## src/rtl/rs_alu_sched.sv

```systemverilog
// Reservation station for the ALU: holds dispatched ops, captures CDB results for waiting
// operands, and issues the lowest-index ready entry each cycle through registered outputs.
module rs_alu_sched #(
  parameter int unsigned RS_SIZE = 8,
  parameter int unsigned ROB_W   = 4
) (
  input  logic             clk,
  input  logic             rst,
  input  logic             rdy,
  input  logic             clear,
  input  logic             disp_valid,
  input  logic [5:0]       disp_opcode,
  input  logic [31:0]      disp_vj,
  input  logic [31:0]      disp_vk,
  input  logic [ROB_W-1:0] disp_qj,
  input  logic [ROB_W-1:0] disp_qk,
  input  logic             disp_wj,
  input  logic             disp_wk,
  input  logic [31:0]      disp_A,
  input  logic [31:0]      disp_pc,
  input  logic [ROB_W-1:0] disp_rob_pos,
  input  logic             cdb_valid,
  input  logic [ROB_W-1:0] cdb_rob_pos,
  input  logic [31:0]      cdb_val,
  output logic             rs_full,
  output logic             alu_valid,
  output logic [5:0]       alu_opcode,
  output logic [31:0]      alu_vj,
  output logic [31:0]      alu_vk,
  output logic [31:0]      alu_A,
  output logic [31:0]      alu_pc,
  output logic [ROB_W-1:0] alu_rob_pos
);

  localparam int unsigned IDX_W = (RS_SIZE > 1) ? $clog2(RS_SIZE) : 1;

  typedef struct packed {
    logic             busy;
    logic [5:0]       opcode;
    logic [31:0]      vj;
    logic [31:0]      vk;
    logic [ROB_W-1:0] qj;
    logic [ROB_W-1:0] qk;
    logic             wj;
    logic             wk;
    logic [31:0]      a;
    logic [31:0]      pc;
    logic [ROB_W-1:0] rob_pos;
  } entry_t;

  entry_t ent_q [RS_SIZE];
  entry_t ent_d [RS_SIZE];
  entry_t new_e;

  logic             alu_valid_q,  alu_valid_d;
  logic [5:0]       alu_opcode_q, alu_opcode_d;
  logic [31:0]      alu_vj_q,     alu_vj_d;
  logic [31:0]      alu_vk_q,     alu_vk_d;
  logic [31:0]      alu_a_q,      alu_a_d;
  logic [31:0]      alu_pc_q,     alu_pc_d;
  logic [ROB_W-1:0] alu_rob_q,    alu_rob_d;

  logic [RS_SIZE-1:0] busy_vec;
  logic               free_found, iss_found;
  logic [IDX_W-1:0]   free_idx, iss_idx;

  // Selection uses register state only, so a freshly dispatched or woken entry waits a cycle.
  always_comb begin
    free_found = 1'b0;
    free_idx   = '0;
    iss_found  = 1'b0;
    iss_idx    = '0;
    for (int unsigned i = 0; i < RS_SIZE; i++) begin
      busy_vec[i] = ent_q[i].busy;
      if (!free_found && !ent_q[i].busy) begin
        free_found = 1'b1;
        free_idx   = IDX_W'(i);
      end
      if (!iss_found && ent_q[i].busy && !ent_q[i].wj && !ent_q[i].wk) begin
        iss_found = 1'b1;
        iss_idx   = IDX_W'(i);
      end
    end
  end

  // Full is judged before this cycle's issue; a slot freed now is reusable next cycle.
  assign rs_full = &busy_vec;

  always_comb begin
    new_e         = '0;
    new_e.busy    = 1'b1;
    new_e.opcode  = disp_opcode;
    new_e.vj      = disp_vj;
    new_e.vk      = disp_vk;
    new_e.qj      = disp_qj;
    new_e.qk      = disp_qk;
    new_e.wj      = disp_wj;
    new_e.wk      = disp_wk;
    new_e.a       = disp_A;
    new_e.pc      = disp_pc;
    new_e.rob_pos = disp_rob_pos;
    if (disp_wj && cdb_valid && disp_qj == cdb_rob_pos) begin
      new_e.vj = cdb_val;
      new_e.wj = 1'b0;
    end
    if (disp_wk && cdb_valid && disp_qk == cdb_rob_pos) begin
      new_e.vk = cdb_val;
      new_e.wk = 1'b0;
    end
  end

  always_comb begin
    for (int unsigned i = 0; i < RS_SIZE; i++) ent_d[i] = ent_q[i];
    alu_valid_d  = 1'b0;
    alu_opcode_d = '0;
    alu_vj_d     = '0;
    alu_vk_d     = '0;
    alu_a_d      = '0;
    alu_pc_d     = '0;
    alu_rob_d    = '0;
    if (clear) begin
      for (int unsigned i = 0; i < RS_SIZE; i++) ent_d[i].busy = 1'b0;
    end else if (rdy) begin
      for (int unsigned i = 0; i < RS_SIZE; i++) begin
        if (ent_q[i].busy && cdb_valid) begin
          if (ent_q[i].wj && ent_q[i].qj == cdb_rob_pos) begin
            ent_d[i].vj = cdb_val;
            ent_d[i].wj = 1'b0;
          end
          if (ent_q[i].wk && ent_q[i].qk == cdb_rob_pos) begin
            ent_d[i].vk = cdb_val;
            ent_d[i].wk = 1'b0;
          end
        end
      end
      if (iss_found) begin
        ent_d[iss_idx].busy = 1'b0;
        alu_valid_d  = 1'b1;
        alu_opcode_d = ent_q[iss_idx].opcode;
        alu_vj_d     = ent_q[iss_idx].vj;
        alu_vk_d     = ent_q[iss_idx].vk;
        alu_a_d      = ent_q[iss_idx].a;
        alu_pc_d     = ent_q[iss_idx].pc;
        alu_rob_d    = ent_q[iss_idx].rob_pos;
      end
      // The free slot is never the issuing slot, so both writes can land together.
      if (disp_valid && !rs_full) ent_d[free_idx] = new_e;
    end
  end

  always_ff @(posedge clk or negedge rst) begin
    if (!rst) begin
      for (int unsigned i = 0; i < RS_SIZE; i++) ent_q[i] <= '0;
      alu_valid_q  <= 1'b0;
      alu_opcode_q <= '0;
      alu_vj_q     <= '0;
      alu_vk_q     <= '0;
      alu_a_q      <= '0;
      alu_pc_q     <= '0;
      alu_rob_q    <= '0;
    end else begin
      for (int unsigned i = 0; i < RS_SIZE; i++) ent_q[i] <= ent_d[i];
      alu_valid_q  <= alu_valid_d;
      alu_opcode_q <= alu_opcode_d;
      alu_vj_q     <= alu_vj_d;
      alu_vk_q     <= alu_vk_d;
      alu_a_q      <= alu_a_d;
      alu_pc_q     <= alu_pc_d;
      alu_rob_q    <= alu_rob_d;
    end
  end

  assign alu_valid   = alu_valid_q;
  assign alu_opcode  = alu_opcode_q;
  assign alu_vj      = alu_vj_q;
  assign alu_vk      = alu_vk_q;
  assign alu_A       = alu_a_q;
  assign alu_pc      = alu_pc_q;
  assign alu_rob_pos = alu_rob_q;

endmodule

```

## config.mk

```make
export PLATFORM = sky130hd
export DESIGN_NAME = rs_alu_sched
export DESIGN_NICKNAME = d
export VERILOG_FILES = /design/src/rtl/rs_alu_sched.sv
export SDC_FILE = /design/constraint.sdc
export NUM_CORES = 2
export LEC_CHECK = 0
export CORE_MARGIN = 5
export CORE_UTILIZATION = 44
export DETAILED_ROUTE_END_ITERATION = 8
export PLACE_DENSITY_LB_ADDON = 0.25
export SYNTH_ARGS = -nofsm -noshare
export SYNTH_HDL_FRONTEND = slang
export SYNTH_SLANG_ARGS = --single-unit
```

## constraint.sdc

```tcl
create_clock -name clk -period 2 [get_ports clk]
set_input_delay 0.2 -clock clk [delete_from_list [all_inputs] [get_ports clk]]
set_output_delay 0.2 -clock clk [all_outputs]
set_load 0.1 [all_outputs]
```

==> Word-level counts from Yosys, hierarchy flattened <==
Cells that the tools add are included.
{ "totals": {"out_inout_bits": 140, "reg_bits": 1331} }
{ "op_classes": {"n_bitwise": 3, "magnitude_cmp": 4, "mux": 156, "n_eq_ne": 18, "reduce_logical": 101} }
{ "op_table": {"columns": ["operator", "count"], "rows": [
  ["2-to-1 mux 1192 bit", 5],
  ["bitwise mux 1192 bit", 2],
  ["2-to-1 mux 64 bit", 24],
  ["2-to-1 mux 32 bit", 30],
  ["demux 149 bit (select 3 bit)", 2],
  ["binary-select mux 149 bit (select 3 bit)", 1],
  ["2-to-1 mux 149 bit", 2],
  ["2-to-1 mux 148 bit", 2],
  ["equality test 4 bit", 18],
  ["logical AND 1 bit", 61],
  ["2-to-1 mux 2 bit", 25],
  ["2-to-1 mux 1 bit", 46],
  ["logical NOT 1 bit", 37],
  ["2-to-1 mux 3 bit", 11],
  ["2-to-1 mux 6 bit", 3],
  ["2-to-1 mux 4 bit", 3],
  [">= comparator 4 bit, second input constant", 2],
  ["< comparator 4 x 1 -> 1 bit, second input constant", 2],
  ["NOT 3 -> 4 bit", 2],
  ["AND reduction 8 bit", 1],
  ["AND reduction 2 bit", 1],
  ["nonzero test 2 bit", 1],
  ["NOT 1 bit", 1]
]} }

==> Longest topological paths before layout <==
{ "logic_depth": {"depth_word": 52, "mapped_depth": 10, "ltp_nobuf": 6} }

==> Least setup slack after synthesis <==
No wires, ideal clock.
{ "synth_timing": {"path_kind": "register to output", "from": "register, netlist name busy_vec[2]", "to": "output port rs_full", "arrival_time_ns": 3.510, "path_buffers": 1, "t_required_ns": 1.800, "path_stages_with_launch": 4, "path_slack_ns": -1.710, "path_cell_list": "dfrtp_1 > clkbuf_1 > nand3_1 > nor4_1"} }
{ "synth_via": {"elab_chain_len": 1} }
{ "synth_lines": {"columns": ["element", "line", "text"], "rows": [
  ["AND reduction 8 bit", "87", "assign rs_full = &busy_vec;"],
  ["end, declared", "25", "output logic rs_full,"]
]} }
Every way passes these cells.

==> Worst setup path in the final report <==
{ "layout_timing": {"from": "register, netlist name busy_vec[2]", "to": "register alu_vk_q[1] (netlist: alu_vk[1])"} }
{ "layout_via": {"elab_chain_len": 36, "elab_cells_between_ends": 42} }
{ "layout_lines": {"columns": ["element", "line", "text"], "rows": [
  ["logical AND 1 bit (*) (3 in series)", "79", "if (!iss_found && ent_q[i].busy && !ent_q[i].wj && !ent_q[i].wk) begin"],
  ["2-to-1 mux 1 bit", "79", null],
  ["logical NOT 1 bit", "79", null],
  ["logical AND 1 bit (3 in series)", "79", null],
  ["2-to-1 mux 1 bit", "79", null],
  ["logical NOT 1 bit", "79", null],
  ["logical AND 1 bit (3 in series)", "79", null],
  ["2-to-1 mux 1 bit", "79", null],
  ["[... 14 more ...]", null, null],
  ["2-to-1 mux 3 bit", "79", null],
  ["NOT 3 -> 4 bit (not written as such)", "141", "alu_vk_d = ent_q[iss_idx].vk;"],
  ["binary-select mux 149 bit (select 3 bit)", "141", null],
  ["2-to-1 mux 148 bit (2 in series)", null, null],
  ["2-to-1 mux 32 bit (*)", "136", "if (iss_found) begin"],
  ["2-to-1 mux 32 bit (*)", "123", "end else if (rdy) begin"],
  ["2-to-1 mux 32 bit (*)", "121", "if (clear) begin"],
  ["named net alu_vk_d[1]", "58", "logic [31:0] alu_vk_q, alu_vk_d;"],
  ["end signal, assigned", "166", "alu_vk_q <= alu_vk_d;"],
  ["end, declared", "58", null]
]} }
Mark *: on every way through the listed nets, which the timed path passes. The rest lies on a longest branch. The select of a mux whose other input is x is not followed.
A chain may end at the register's enable or synchronous reset.

==> flow_summary.html <==
<table>
<tr><th>Metric</th><th>Value</th></tr>
<tr><th colspan="2">Yosys</th></tr>
<tr><td>Cell area after synthesis</td><td>slightly above 0.06 mm²</td></tr>
<tr><td>Top_reg_cell synth</td><td>sky130_fd_sc_hd__dfrtp_1</td></tr>
<tr><td>Number of enable-type register cells in the synthesized netlist</td><td>0</td></tr>
<tr><td>Number of flip-flops and latches in the synthesized netlist</td><td>around 1300</td></tr>
<tr><td>YS warnings</td><td>0</td></tr>
<tr><td>Avg Inst Size Synth</td><td>between 10 and 15 µm²</td></tr>
<tr><td>Share of the yosys chip area belonging to registers</td><td>53.7%</td></tr>
<tr><td>Syn Inst Count</td><td>around 6000</td></tr>
<tr><td>Leading cell types by total area after synthesis</td><td>sky130_fd_sc_hd__dfrtp_1 (54%), sky130_fd_sc_hd__nand2_1 (7.7%), sky130_fd_sc_hd__mux2_2 (4.3%), sky130_fd_sc_hd__o32a_1 (4.1%), sky130_fd_sc_hd__o21a_1 (3.1%)</td></tr>
<tr><td>Fraction of registers with async set or reset after synthesis</td><td>100%</td></tr>
<tr><td>Total nets after synthesis</td><td>about 6300</td></tr>
<tr><td>Synth unique cells</td><td>62</td></tr>
<tr><td>Area fraction of the dominant cell type after synthesis</td><td>a little over half</td></tr>
<tr><td>Post-synth top area cell</td><td>sky130_fd_sc_hd__dfrtp_1</td></tr>
<tr><th colspan="2">Finish</th></tr>
<tr><td>Synth-to-layout area growth</td><td>31.2%</td></tr>
<tr><td>Number of nets in the layout</td><td>just under 7000</td></tr>
<tr><td>Fraction of final layout cells sized beyond drive strength 1</td><td>27.8%</td></tr>
<tr><td>Filler instances</td><td>roughly 12000</td></tr>
<tr><td>Design area</td><td>about 0.081 mm²</td></tr>
<tr><th colspan="2">Global routing</th></tr>
<tr><td>Global-route wire length before repair</td><td>~360000 µm</td></tr>
<tr><td>Global-route track usage on met1</td><td>approximately two fifths</td></tr>
<tr><td>Total gr overflow</td><td>0</td></tr>
<tr><td>Global routing's busiest layer</td><td>met2</td></tr>
<tr><td>Total routing resource utilization after global routing</td><td>31.7%</td></tr>
<tr><td>Maximum number of pins on one net before global-route repair</td><td>75</td></tr>
<tr><td>GRT met3 Usage</td><td>under 10%</td></tr>
<tr><td>Met2 Usage GRT</td><td>between 50 and 60%</td></tr>
<tr><td>Initial antenna violation count</td><td>25</td></tr>
<tr><td>Vias in the first global route</td><td>roughly 56000</td></tr>
<tr><th colspan="2">Critical path</th></tr>
<tr><td>Cell type with the highest occurrence count on the critical path</td><td>sky130_fd_sc_hd__buf_12</td></tr>
<tr><td>Crit Reg-Reg Endpoint</td><td>alu_vk[1]</td></tr>
<tr><td>Slowest Stage Delay on Critical Path</td><td>0.48 ns</td></tr>
<tr><td>Worst setup path class</td><td>flop to flop</td></tr>
<tr><td>Buf/Inv on CP</td><td>3</td></tr>
<tr><td>Cells on worst reg2reg path</td><td>9</td></tr>
<tr><td>Worst R2R Setup Slack</td><td>-0.61 ns</td></tr>
<tr><td>Worst r2r src</td><td>busy_vec[2]</td></tr>
<tr><td>Critical Path AT</td><td>about 3.3 ns</td></tr>
<tr><td>Critical Path Fanout Max</td><td>37</td></tr>
<tr><td>Nature of the critical path startpoint</td><td>flop</td></tr>
<tr><td>Cell family with the largest share of critical-path delay</td><td>simple AND/OR/NAND/NOR gates</td></tr>
<tr><td>Cell breakdown of the critical path</td><td>nor3b_4, nor4_4, nand3_4, buf_12, nand2_8, buf_12, a211oi_1, a2111oi_2, buf_4</td></tr>
<tr><td>CP required</td><td>between 2 and 3 ns</td></tr>
<tr><td>Critical path endpoint category</td><td>flop</td></tr>
<tr><td>Critical-path top delay cell</td><td>sky130_fd_sc_hd__a2111oi_2</td></tr>
<tr><th colspan="2">STA</th></tr>
<tr><td>Crit share post-route</td><td>131%</td></tr>
<tr><td>Accumulated negative setup slack</td><td>-249.93 ns</td></tr>
<tr><td>Maximum clock frequency</td><td>about 380 MHz</td></tr>
<tr><td>Final clock skew</td><td>approximately 0.06 ns</td></tr>
<tr><td>Final setup violation count</td><td>about 1100</td></tr>
<tr><td>Final Hold Vio Count</td><td>0</td></tr>
<tr><td>RSZ-0062 raised after global routing</td><td>true</td></tr>
<tr><td>PnR worst setup slack</td><td>-0.611 ns</td></tr>
<tr><td>Final-layout worst hold slack</td><td>0.133 ns</td></tr>
<tr><td>Worst slew margin relative to its limit</td><td>approximately a quarter</td></tr>
<tr><td>Time the final worst path needs with I/O delays and setup</td><td>roughly 2.6 ns</td></tr>
<tr><td>Worst-Margin Slew</td><td>1.14 ns</td></tr>
<tr><td>Slew Viols, Final</td><td>0</td></tr>
<tr><th colspan="2">Hold path</th></tr>
<tr><td>Min-delay worst type</td><td>primary input to flop</td></tr>
<tr><td>Number of cells on the worst hold path</td><td>3</td></tr>
<tr><td>Hold Startpoint</td><td>disp_pc[31]</td></tr>
<tr><th colspan="2">Route</th></tr>
<tr><td>Per-cell via count in the routed design</td><td>about 6.4</td></tr>
<tr><td>Post-DR wirelength/cell</td><td>between 20 and 30 µm</td></tr>
<tr><td>DRC violations left</td><td>0</td></tr>
<tr><td>Count of TritonRoute iterations in the first routing pass</td><td>6</td></tr>
<tr><td>ANT nets after route</td><td>0</td></tr>
<tr><td>DR vias</td><td>about 55000</td></tr>
<tr><td>Aggregate routed wire length</td><td>around 250000 µm</td></tr>
<tr><td>Number of DRC markers in iteration 0</td><td>~5900</td></tr>
<tr><th colspan="2">Floorplan</th></tr>
<tr><td>Horizontal die dimension</td><td>between 300 and 400 µm</td></tr>
<tr><td>DIE AREA</td><td>around 0.15 mm²</td></tr>
<tr><td># rows</td><td>between 100 and 150</td></tr>
<tr><td>Area of the core</td><td>between 0.1 and 0.15 mm²</td></tr>
<tr><td>Total I/O pin count</td><td>330</td></tr>
<tr><td>Vertical extent of the die</td><td>around 390 µm</td></tr>
<tr><td>Starting density of the core</td><td>44.4%</td></tr>
<tr><th colspan="2">Place</th></tr>
<tr><td>Port Buf Inserts</td><td>around 330</td></tr>
<tr><td>Placement-stage cell area</td><td>~0.073 mm²</td></tr>
<tr><td>Half-perimeter wire length after placement</td><td>~150000 µm</td></tr>
<tr><td>Gpl congestion</td><td>approximately 0.90</td></tr>
<tr><th colspan="2">CTS</th></tr>
<tr><td>CTS max path bufs</td><td>3</td></tr>
<tr><td>CTS Buf Count</td><td>approximately 150</td></tr>
<tr><td>Clock transition at the register clock pins on the worst setup and hold paths after CTS</td><td>0.06 ns</td></tr>
<tr><td>TritonCTS clock tree</td><td>done</td></tr>
<tr><td>H-tree levels</td><td>4</td></tr>
<tr><td>Num Clock Sinks</td><td>about 1300</td></tr>
<tr><td>Source-to-sink clock delay at the later pin of the worst-skew pair</td><td>approximately 0.81 ns</td></tr>
<tr><td>Root Buffer Master</td><td>sky130_fd_sc_hd__clkbuf_16</td></tr>
<tr><th colspan="2">Flow run</th></tr>
<tr><td>Max capacitance violation total</td><td>0</td></tr>
<tr><th colspan="2">Power</th></tr>
<tr><td>Power density of the placed cells</td><td>approximately 810 mW/mm²</td></tr>
<tr><td>Worst-case vdd ir drop</td><td>about 660 µV</td></tr>
<tr><td>Final total power</td><td>about 0.066 W</td></tr>
<tr><td>Leakage Power</td><td>around 38 nW</td></tr>
<tr><th colspan="2">Status</th></tr>
<tr><td>Status</td><td>complete, but fails checks</td></tr>
<tr><td>Failing checks</td><td>negative setup slack</td></tr>
</table>
metal layers:
layer,vias up,routed length (µm)
met1,27900,94300
li1,23200,-
met2,3348,114000
met4,12,10800
met5,-,82
met3,672,25900
cell usage in the layout, fill, tap and decap left out, types with 19 or more instances in the layout:
master / n
sky130_fd_sc_hd__o221ai_1: 113
sky130_fd_sc_hd__clkinv_2: 19
sky130_fd_sc_hd__buf_6: 46
sky130_fd_sc_hd__and3_1: 136
sky130_fd_sc_hd__o211ai_1: 137
sky130_fd_sc_hd__o21a_1: 256
sky130_fd_sc_hd__buf_4: 574
sky130_fd_sc_hd__clkbuf_8: 29
sky130_fd_sc_hd__a2111oi_4: 38
sky130_fd_sc_hd__nand2_1: 1262
sky130_fd_sc_hd__o32ai_1: 65
sky130_fd_sc_hd__dfrtp_1: 1330
sky130_fd_sc_hd__clkbuf_1: 31
sky130_fd_sc_hd__nand3_1: 22
sky130_fd_sc_hd__a311oi_1: 41
sky130_fd_sc_hd__a211oi_2: 100
sky130_fd_sc_hd__o22ai_1: 167
sky130_fd_sc_hd__clkdlybuf4s50_1: 188
sky130_fd_sc_hd__clkbuf_16: 163
sky130_fd_sc_hd__o221ai_2: 26
sky130_fd_sc_hd__a2111oi_2: 29
sky130_fd_sc_hd__mux2_2: 233
sky130_fd_sc_hd__o21ai_0: 46
sky130_fd_sc_hd__xor2_1: 34
sky130_fd_sc_hd__a311oi_2: 27
sky130_fd_sc_hd__buf_12: 237
sky130_fd_sc_hd__xnor2_1: 35
sky130_fd_sc_hd__nor2_1: 457
sky130_fd_sc_hd__o221a_2: 96
sky130_fd_sc_hd__or2_2: 65
sky130_fd_sc_hd__a211oi_4: 32
sky130_fd_sc_hd__o32a_1: 256
sky130_fd_sc_hd__a211oi_1: 73
sky130_fd_sc_hd__or3_1: 170
stage by stage:
stage          util (%)  std cells  worst slack (ns)
6_report           58.2       8656            -0.611
5_1_grt            58.2       8651            -0.630
4_1_cts            56.8       8584            -0.558
3_5_place_dp       52.0       8285            -0.998
3_3_place_gp       52.0       8285             -1.03
2_1_floorplan         -       6107           -0.0734
logic make-up after synthesis:
family / synth area share, %
xor gates and xnor gates: 0.974
buffers and inverters: 4.82
and+or+nand+nor: 15.4
AOI/OAI and AO/OA: 20.8
DFF: 53.7
muxes: 4.37
Yosys cell counts (12+ instances only):
library cell	number
sky130_fd_sc_hd__a2111oi_0	31
sky130_fd_sc_hd__a2111oi_2	29
sky130_fd_sc_hd__a211oi_1	205
sky130_fd_sc_hd__a21oi_1	21
sky130_fd_sc_hd__a311oi_1	69
sky130_fd_sc_hd__and3_1	149
sky130_fd_sc_hd__buf_1	50
sky130_fd_sc_hd__buf_2	176
sky130_fd_sc_hd__buf_4	27
sky130_fd_sc_hd__clkbuf_1	427
sky130_fd_sc_hd__dfrtp_1	1331
sky130_fd_sc_hd__mux2_2	235
sky130_fd_sc_hd__nand2_1	1279
sky130_fd_sc_hd__nand3_1	25
sky130_fd_sc_hd__nor2_1	466
sky130_fd_sc_hd__nor3_1	17
sky130_fd_sc_hd__nor4_1	12
sky130_fd_sc_hd__o211ai_1	137
sky130_fd_sc_hd__o21a_1	257
sky130_fd_sc_hd__o21ai_0	48
sky130_fd_sc_hd__o221a_2	96
sky130_fd_sc_hd__o221ai_1	139
sky130_fd_sc_hd__o22ai_1	168
sky130_fd_sc_hd__o32a_1	256
sky130_fd_sc_hd__o32ai_1	65
sky130_fd_sc_hd__or2_2	66
sky130_fd_sc_hd__or3_1	170
sky130_fd_sc_hd__xnor2_1	35
sky130_fd_sc_hd__xor2_1	34
final cells by class:
class	count	area (µm²)	area share, %
flip-flops and latches	1331	33300	40.9
well taps	1876	2350	2.88
inverters	8	33.8	0.0415
diodes	14	35.0	0.0430
clock buffers	208	4220	5.18
multi-input cells	4079	28300	34.8
repair buffers	1086	12400	15.2
clock inverters	54	771	0.946
timing repair:
item,4_1_cts,5_1_grt
resized for setup,215,225
hold buffers,2,0
endpoints found under the setup margin,987,1184
buffers inserted,33,61
pin swaps,60,110
cloned,10,16
hold endpoints to repair,1305,0
power by group:
| part | internal, W | switching [W] |
|---|---|---|
| clock | 0.0164 | 0.0119 |
| sequential | 0.0286 | 0.00101 |
| combinational | 0.00347 | 0.00452 |
worst register-to-register path, cell delays in order, from the launching register on:
cell                        delay [ns]
sky130_fd_sc_hd__dfrtp_1          0.41
sky130_fd_sc_hd__nor3b_4          0.17
sky130_fd_sc_hd__nor4_4           0.38
sky130_fd_sc_hd__nand3_4          0.13
sky130_fd_sc_hd__buf_12           0.16
sky130_fd_sc_hd__nand2_8          0.12
sky130_fd_sc_hd__buf_12           0.28
sky130_fd_sc_hd__a211oi_1         0.20
sky130_fd_sc_hd__a2111oi_2        0.48
sky130_fd_sc_hd__buf_4            0.18
worst max-delay path by stage:
stage / endpoint / from / slack, ns / depth (start not counted)
final: alu_vk[1] / busy_vec[2] / -0.61 / 9
after global placement: alu_vk[17] / busy_vec[2] / -1.03 / 10
after CTS: alu_vj[12] / ent_q[515] / -0.56 / 9
after floorplan: alu_A[23] / busy_vec[5] / -0.07 / 8
after global routing: alu_vk[1] / busy_vec[2] / -0.63 / 9
after detailed placement: alu_vk[17] / busy_vec[2] / -1.0 / 10
Power figures use the tool's default switching activity.
